--- src/rtl/rect_physics_ctl.sv ---
// rect_physics_ctl: rectangle follows mouse, drops under fixed-point gravity with damped bounces, re-grabbed by a press.
// Optional horizontal throw when RECT_THROW_EN is defined.
module rect_physics_ctl #(
  parameter int VISIBLE_WIDTH  = 800,
  parameter int VISIBLE_HEIGHT = 600,
  parameter int RECT_WIDTH     = 48,
  parameter int RECT_HEIGHT    = 64,
  parameter int TICK_DIV       = 650000,
  parameter int VEL_W          = 16,
  parameter int FRAC           = 4,
  parameter int GRAVITY        = 16,
  parameter int DAMP_SHIFT     = 1,
  parameter int REST_THRESH    = 32
) (
  input  logic        clk,
  input  logic        rst,
  input  logic        mouse_left,
  input  logic [11:0] mouse_x_position,
  input  logic [11:0] mouse_y_position,
  output logic [11:0] xpos,
  output logic [11:0] ypos,
  output logic        at_rest
);
  localparam int CW = $clog2(TICK_DIV);
  localparam logic [11:0] X_MAX = 12'(VISIBLE_WIDTH - RECT_WIDTH);
  localparam logic [11:0] Y_MAX = 12'(VISIBLE_HEIGHT - RECT_HEIGHT);
  localparam logic signed [13:0] XM = 14'(VISIBLE_WIDTH - RECT_WIDTH);
  localparam logic signed [13:0] YM = 14'(VISIBLE_HEIGHT - RECT_HEIGHT);
  localparam logic signed [VEL_W-1:0] VMAX = {1'b0, {(VEL_W-1){1'b1}}};
  localparam logic signed [VEL_W-1:0] REST_NEG = VEL_W'(-REST_THRESH);
  typedef enum logic [1:0] {FOLLOW, FALL, REST} state_t;
  function automatic logic signed [13:0] cand(input logic [11:0] p, input logic signed [VEL_W-1:0] v);
    logic signed [VEL_W-1:0] s;
    s = v >>> FRAC;
    return $signed({2'b00, p}) + 14'(s);
  endfunction
  function automatic logic signed [VEL_W-1:0] refl(input logic signed [VEL_W-1:0] v);
    return -(v - (v >>> DAMP_SHIFT));
  endfunction
  state_t state_q, state_d;
  logic btn_q, btn_d, press_q, press_d, at_rest_q, tick;
  logic [CW-1:0] cnt_q, cnt_d;
  logic [11:0] xpos_q, xpos_d, ypos_q, ypos_d;
  logic signed [VEL_W-1:0] vy_q, vy_d, vy_ref, vy_grav;
  logic signed [VEL_W:0] vy_sum;
  logic signed [13:0] cy;
  logic y_floor, y_ceil, rest_hit;
`ifdef RECT_THROW_EN
  logic [11:0] last_x_q, last_x_d;
  logic signed [12:0] delta_q, delta_d;
  logic signed [VEL_W-1:0] vx_q, vx_d, vx_throw;
  logic signed [13:0] cx;
  logic x_r, x_l;
  int throw_v;
`endif
  always_comb begin
    btn_d = mouse_left;
    press_d = mouse_left & ~btn_q;
    tick = cnt_q == CW'(TICK_DIV - 1);
    cnt_d = tick ? '0 : cnt_q + 1'b1;
    cy = cand(ypos_q, vy_q);
    // vy=0 resting on the floor counts as a floor hit so it settles instead of accumulating gravity
    y_floor = cy >= YM && vy_q >= 0;
    y_ceil = cy < 0 && vy_q < 0;
    vy_ref = refl(vy_q);
    vy_sum = {vy_q[VEL_W-1], vy_q} + (VEL_W+1)'(GRAVITY);
    vy_grav = vy_sum[VEL_W] != vy_sum[VEL_W-1] ? VMAX : vy_sum[VEL_W-1:0];
    rest_hit = y_floor && vy_ref > REST_NEG;
    state_d = state_q;
    xpos_d = xpos_q;
    ypos_d = ypos_q;
    vy_d = vy_q;
`ifdef RECT_THROW_EN
    cx = cand(xpos_q, vx_q);
    x_r = cx >= XM && vx_q > 0;
    x_l = cx < 0 && vx_q < 0;
    throw_v = int'(delta_q) * (2 ** FRAC);
    vx_throw = throw_v > int'(VMAX) ? VMAX : throw_v < -int'(VMAX) - 1 ? ~VMAX : VEL_W'(throw_v);
    vx_d = vx_q;
    delta_d = (state_q == FOLLOW && tick) ? $signed({1'b0, mouse_x_position}) - $signed({1'b0, last_x_q}) : delta_q;
    last_x_d = (state_q == FOLLOW && tick) ? mouse_x_position : last_x_q;
`endif
    case (state_q)
      FOLLOW: begin
        xpos_d = mouse_x_position > X_MAX ? X_MAX : mouse_x_position;
        ypos_d = mouse_y_position > Y_MAX ? Y_MAX : mouse_y_position;
        if (press_q) begin
          state_d = FALL;
          vy_d = '0;
`ifdef RECT_THROW_EN
          vx_d = vx_throw;
`endif
        end
      end
      FALL: begin
        if (press_q) begin
          state_d = FOLLOW;
          vy_d = '0;
`ifdef RECT_THROW_EN
          vx_d = '0;
`endif
        end else if (tick) begin
          ypos_d = y_floor ? Y_MAX : y_ceil ? '0 : cy[11:0];
          vy_d = (y_floor || y_ceil) ? vy_ref : vy_grav;
`ifdef RECT_THROW_EN
          xpos_d = x_r ? X_MAX : x_l ? '0 : cx[11:0];
          vx_d = (x_r || x_l) ? refl(vx_q) : vx_q;
`endif
          if (rest_hit) begin
            state_d = REST;
            vy_d = '0;
`ifdef RECT_THROW_EN
            vx_d = '0;
`endif
          end
        end
      end
      REST: state_d = press_q ? FOLLOW : REST;
      default: state_d = FOLLOW;
    endcase
  end
  always_ff @(posedge clk) begin
    if (rst) begin
      state_q <= FOLLOW;
      btn_q <= 1'b0;
      press_q <= 1'b0;
      cnt_q <= '0;
      xpos_q <= '0;
      ypos_q <= '0;
      vy_q <= '0;
      at_rest_q <= 1'b0;
`ifdef RECT_THROW_EN
      last_x_q <= '0;
      delta_q <= '0;
      vx_q <= '0;
`endif
    end else begin
      state_q <= state_d;
      btn_q <= btn_d;
      press_q <= press_d;
      cnt_q <= cnt_d;
      xpos_q <= xpos_d;
      ypos_q <= ypos_d;
      vy_q <= vy_d;
      at_rest_q <= state_d == REST;
`ifdef RECT_THROW_EN
      last_x_q <= last_x_d;
      delta_q <= delta_d;
      vx_q <= vx_d;
`endif
    end
  end
  assign xpos = xpos_q;
  assign ypos = ypos_q;
  assign at_rest = at_rest_q;
endmodule

--- config.mk ---
export PLATFORM = sky130hd
export DESIGN_NAME = rect_physics_ctl
export DESIGN_NICKNAME = d
export VERILOG_FILES = /design/src/rtl/rect_physics_ctl.sv
export SDC_FILE = /design/constraint.sdc
export NUM_CORES = 1
export LEC_CHECK = 0
export BUFFER_PORTS_ARGS = -buffer_cell sky130_fd_sc_hd__clkbuf_2
export CORE_ASPECT_RATIO = 0.6
export CORE_MARGIN = 3
export CORE_UTILIZATION = 50
export DETAILED_ROUTE_END_ITERATION = 8
export GPL_TIMING_DRIVEN = 0
export PLACE_DENSITY = 0.74
export SLEW_MARGIN = 5
export SYNTH_ARGS = -nofsm -noshare
export SYNTH_HDL_FRONTEND = slang
export SYNTH_SLANG_ARGS = --single-unit
--- constraint.sdc ---
create_clock -name clk -period 3.6 [get_ports clk]
set_input_delay 0.36 -clock clk [delete_from_list [all_inputs] [get_ports clk]]
set_output_delay 0.36 -clock clk [all_outputs]
set_load 0.02 [all_outputs]
==> flow_summary.yaml <==
setup_path:
  critical_path_class: "reg -> reg"
  worst-path-max-fanout: 7
  cpPeakStageDelay_ns: 0.57
  r2r_setup_slack_ns: 0.10
  r2r-end: "vy_q[5]"
  rr_startpoint: "vy_q[5]"
  critPathCaptureType: "flop"
  crit_path_top_delay_cell: "or4_4"
  critPathRequiredTime_ns: 3.82
  startpoint_type: "flop"
  worstRegToRegCells: 12
  crit_chain: "inv_1, ha_1, nor2b_1, o211a_1, a41o_1, o221ai_4, a21bo_1, or4_4, o31ai_4, buf_4, a21o_4, o31ai_2"
  worstPathArrival_ns: 3.72
route:
  vias_per_cell: 5.950
  wl_met2_mm: 5.579
  routed_wirelength_mm: 13.41
  met3_length_um: 991
  drt-initial-drc-count: 404
  vias: 4718
  wl_met1_mm: 6.686
  post_drt_wl_per_cell_um: 16.91
  ant_nets: 0
  dr.max_layer_used: "met4"
  drc_errors: 0
  first_pass_iters: 5
power:
  p_total_mw: 1.938
  ir_drop_uv: 208.2
  power_density_mw_per_mm2: 338.6
  leakagePower_nw: 2.333
placement:
  place_hpwl_mm: 9.876
  gp_congestion: 0.8997
  portBuffers: 51
cts:
  ctsLongestPathBuffers: 2
  cts_tree: "yes"
  cts.reportedPaths.clkPinSlew_ns: 0.06
  hold_buffers: 0
  ctsHtreeMaxLevel: 3
  clkSinkCount: 65
  clock_tree.root_cell: "clkbuf_16"
  cts_buffers: 9
  worstSkewPairLatency_ns: 0.33
synthesis:
  synthTopCellsByCount: "68 x nor2_1, 65 x dfxtp_1, 50 x ha_1, 40 x nand2_1, 36 x a21oi_1"
  synth_cell_types: 71
  ys_seq_elements: 65
  syn_nets: 667
  synth-edff-count: 0
  yosysMostFrequentCell: "nor2_1"
  synth_top_area_share_pct: 27.01
  synth_top_area_cell: "dfxtp_1"
  yosys_warnings: 0
  ys_seq_area_share_pct: 27.01
  syn_area_per_cell_um2: 8.195
  netlist_top_cells_area: "dfxtp_1 27%, ha_1 13%, nor2_1 5.3%, xnor2_1 4.5%, a21oi_1 3.7%"
  netlist_area_mm2: 0.004818
  syn_inst: 588
  ys.flop_type: "dfxtp_1"
  async_reset_ff_share_pct: 0
sta:
  skew_ns: 0.006201
  fmax_mhz: 286.1
  setup_viol: 0
  slew_viol_final: 0
  timing.final.crit_share_pct: 97.10
  hold_ws_ns: 0.2584
  min_period_ns: 3.495
  tightest_slew_ns: 0.6870
  relSlewSlack_pct: 53.62
  hold_viol: 0
  final.setup.tns_ns: 0
floorplan:
  die_area_mm2: 0.01089
  pin_count: 52
  die_w_um: 132.7
  die_h_um: 82.04
  fp-row-count: 27
  core_region_area_mm2: 0.009290
  initial_utilization_pct: 51.87
min_path:
  hold_start: "mouse_left"
  whs_endpoint: "btn_q"
  hp-class: "in -> reg"
  whs_path_depth: 2
grt:
  grt_antenna_before_repair: 0
  grt_pass1_wl_mm: 20.56
  grt.overflow.total: 0
  grt_pass1_vias: 4127
  grt_max_degree: 13
  grt_usage_pct: 23.57
final_layout:
  diodes: 0
  drive_gt1_share_pct: 18.10
  finalNetCount: 737
  final_util_pct: 61.60
  area_delta_synth_final_pct: 18.77
outcome:
  outcome: "finished clean"
job:
  max_cap_viol_count: 0
-- power breakdown --
| group | switching [mW] | internal [mW] |
|---|---|---|
| registers | 0.0184 | 0.738 |
| clock network | 0.350 | 0.626 |
| logic | 0.129 | 0.0763 |
| total | 0.497 | 1.44 |
-- kinds of logic (layout without fill, tap and decap cells) --
family	Yosys count	in the layout	share of synthesized area [%]
AND/OR/NAND/NOR	225	225	23.63
AO/OA/AOI/OAI	151	152	23.19
flip-flops	65	65	27.01
adder cells (fa/ha/maj)	52	52	13.81
buffers and inverters	49	123	3.843
XOR/XNOR	40	40	7.271
multiplexers	6	6	1.246
-- timing repair --
action / in CTS / in global routing
gates resized for setup: 6 / 21
cloned: 0 / 1
pin swaps: 1 / 3
setup buffers: 1 / 5
endpoints found under the setup margin: 27 / 27
-- critical path: cells and delay by family (launching register included) --
| kind | cells | cell delay [ns] |
|---|---|---|
| compound gates | 7 | 1.51 |
| simple gates | 2 | 0.77 |
| fa+ha+maj | 1 | 0.41 |
| flops | 1 | 0.39 |
| buf+inv | 2 | 0.29 |
-- how the worst max path moves through the flow --
stage | startpoint | endpoint | cells past startpoint
after global routing | vy_q[5] | vy_q[4] | 12
after CTS | vy_q[10] | vy_q[1] | 12
after floorplan | ypos[0] | vy_q[10] | 13
after detailed placement | vy_q[4] | vy_q[2] | 13
final | vy_q[5] | vy_q[5] | 12
after global placement | vy_q[4] | vy_q[3] | 13
-- state kept, by name, summed over array words and instances (netlist names) --
register,flops
at_rest,1
btn_q,1
cnt_q,20
press_q,1
state_q,2
vy_q,16
xpos,12
ypos,12
-- routing by layer --
layer / vias up / track usage, %
met3: 14 / 4.896
met5: - / 0
li1: 2281 / -
met2: 183 / 34.89
met4: 0 / 5.498
met1: 2240 / 34.93
-- cells in the final DEF, fill, tap and decap left out, types with 5 or more instances in the layout --
master     Yosys  routed
nor2_1        68      67
dfxtp_1       65      58
clkbuf_2       0      51
ha_1          50      48
nand2_1       40      40
inv_1         34      34
a21oi_1       36      33
xnor2_1       25      25
nor3_1        21      21
o21ai_0       20      19
nand3_1       15      15
xor2_1        15      15
nand2b_1      14      14
clkbuf_1      14      13
nand4_1       13      13
a211oi_1      13      12
or3_1         10      10
nor2b_1       10       9
a22oi_1        9       9
clkbuf_16      0       9
o21ai_2        8       8
buf_4          0       7
dfxtp_2        0       7
o211ai_1       6       6
nor4_1         7       6
mux2i_1        6       6
a22o_1         6       6
and3_1         5       5
a21o_1         5       5
-- through the flow --
stage	worst slack (ns)	instance area [um2]	std cells
floorplan	0.5210	4818	588
global placement	-0.2019	5236	769
detailed placement	-0.2829	5243	770
CTS	0.03708	5605	787
global route	-0.03626	5723	793
finish	0.1045	5723	793
-- final cells by class --
type                            count  area (um2)
Fill cell                         786        3567
Timing Repair Buffer               58       305.3
Inverter                           34       127.6
Sequential cell                    65        1310
Clock inverter                      6       91.34
Multi-Input combinational cell    475        3423
Clock buffer                       10       239.0
Buffer                             15       63.81
Tap cell                          130       162.7
No activity file was read; power rests on OpenSTA's default activity.
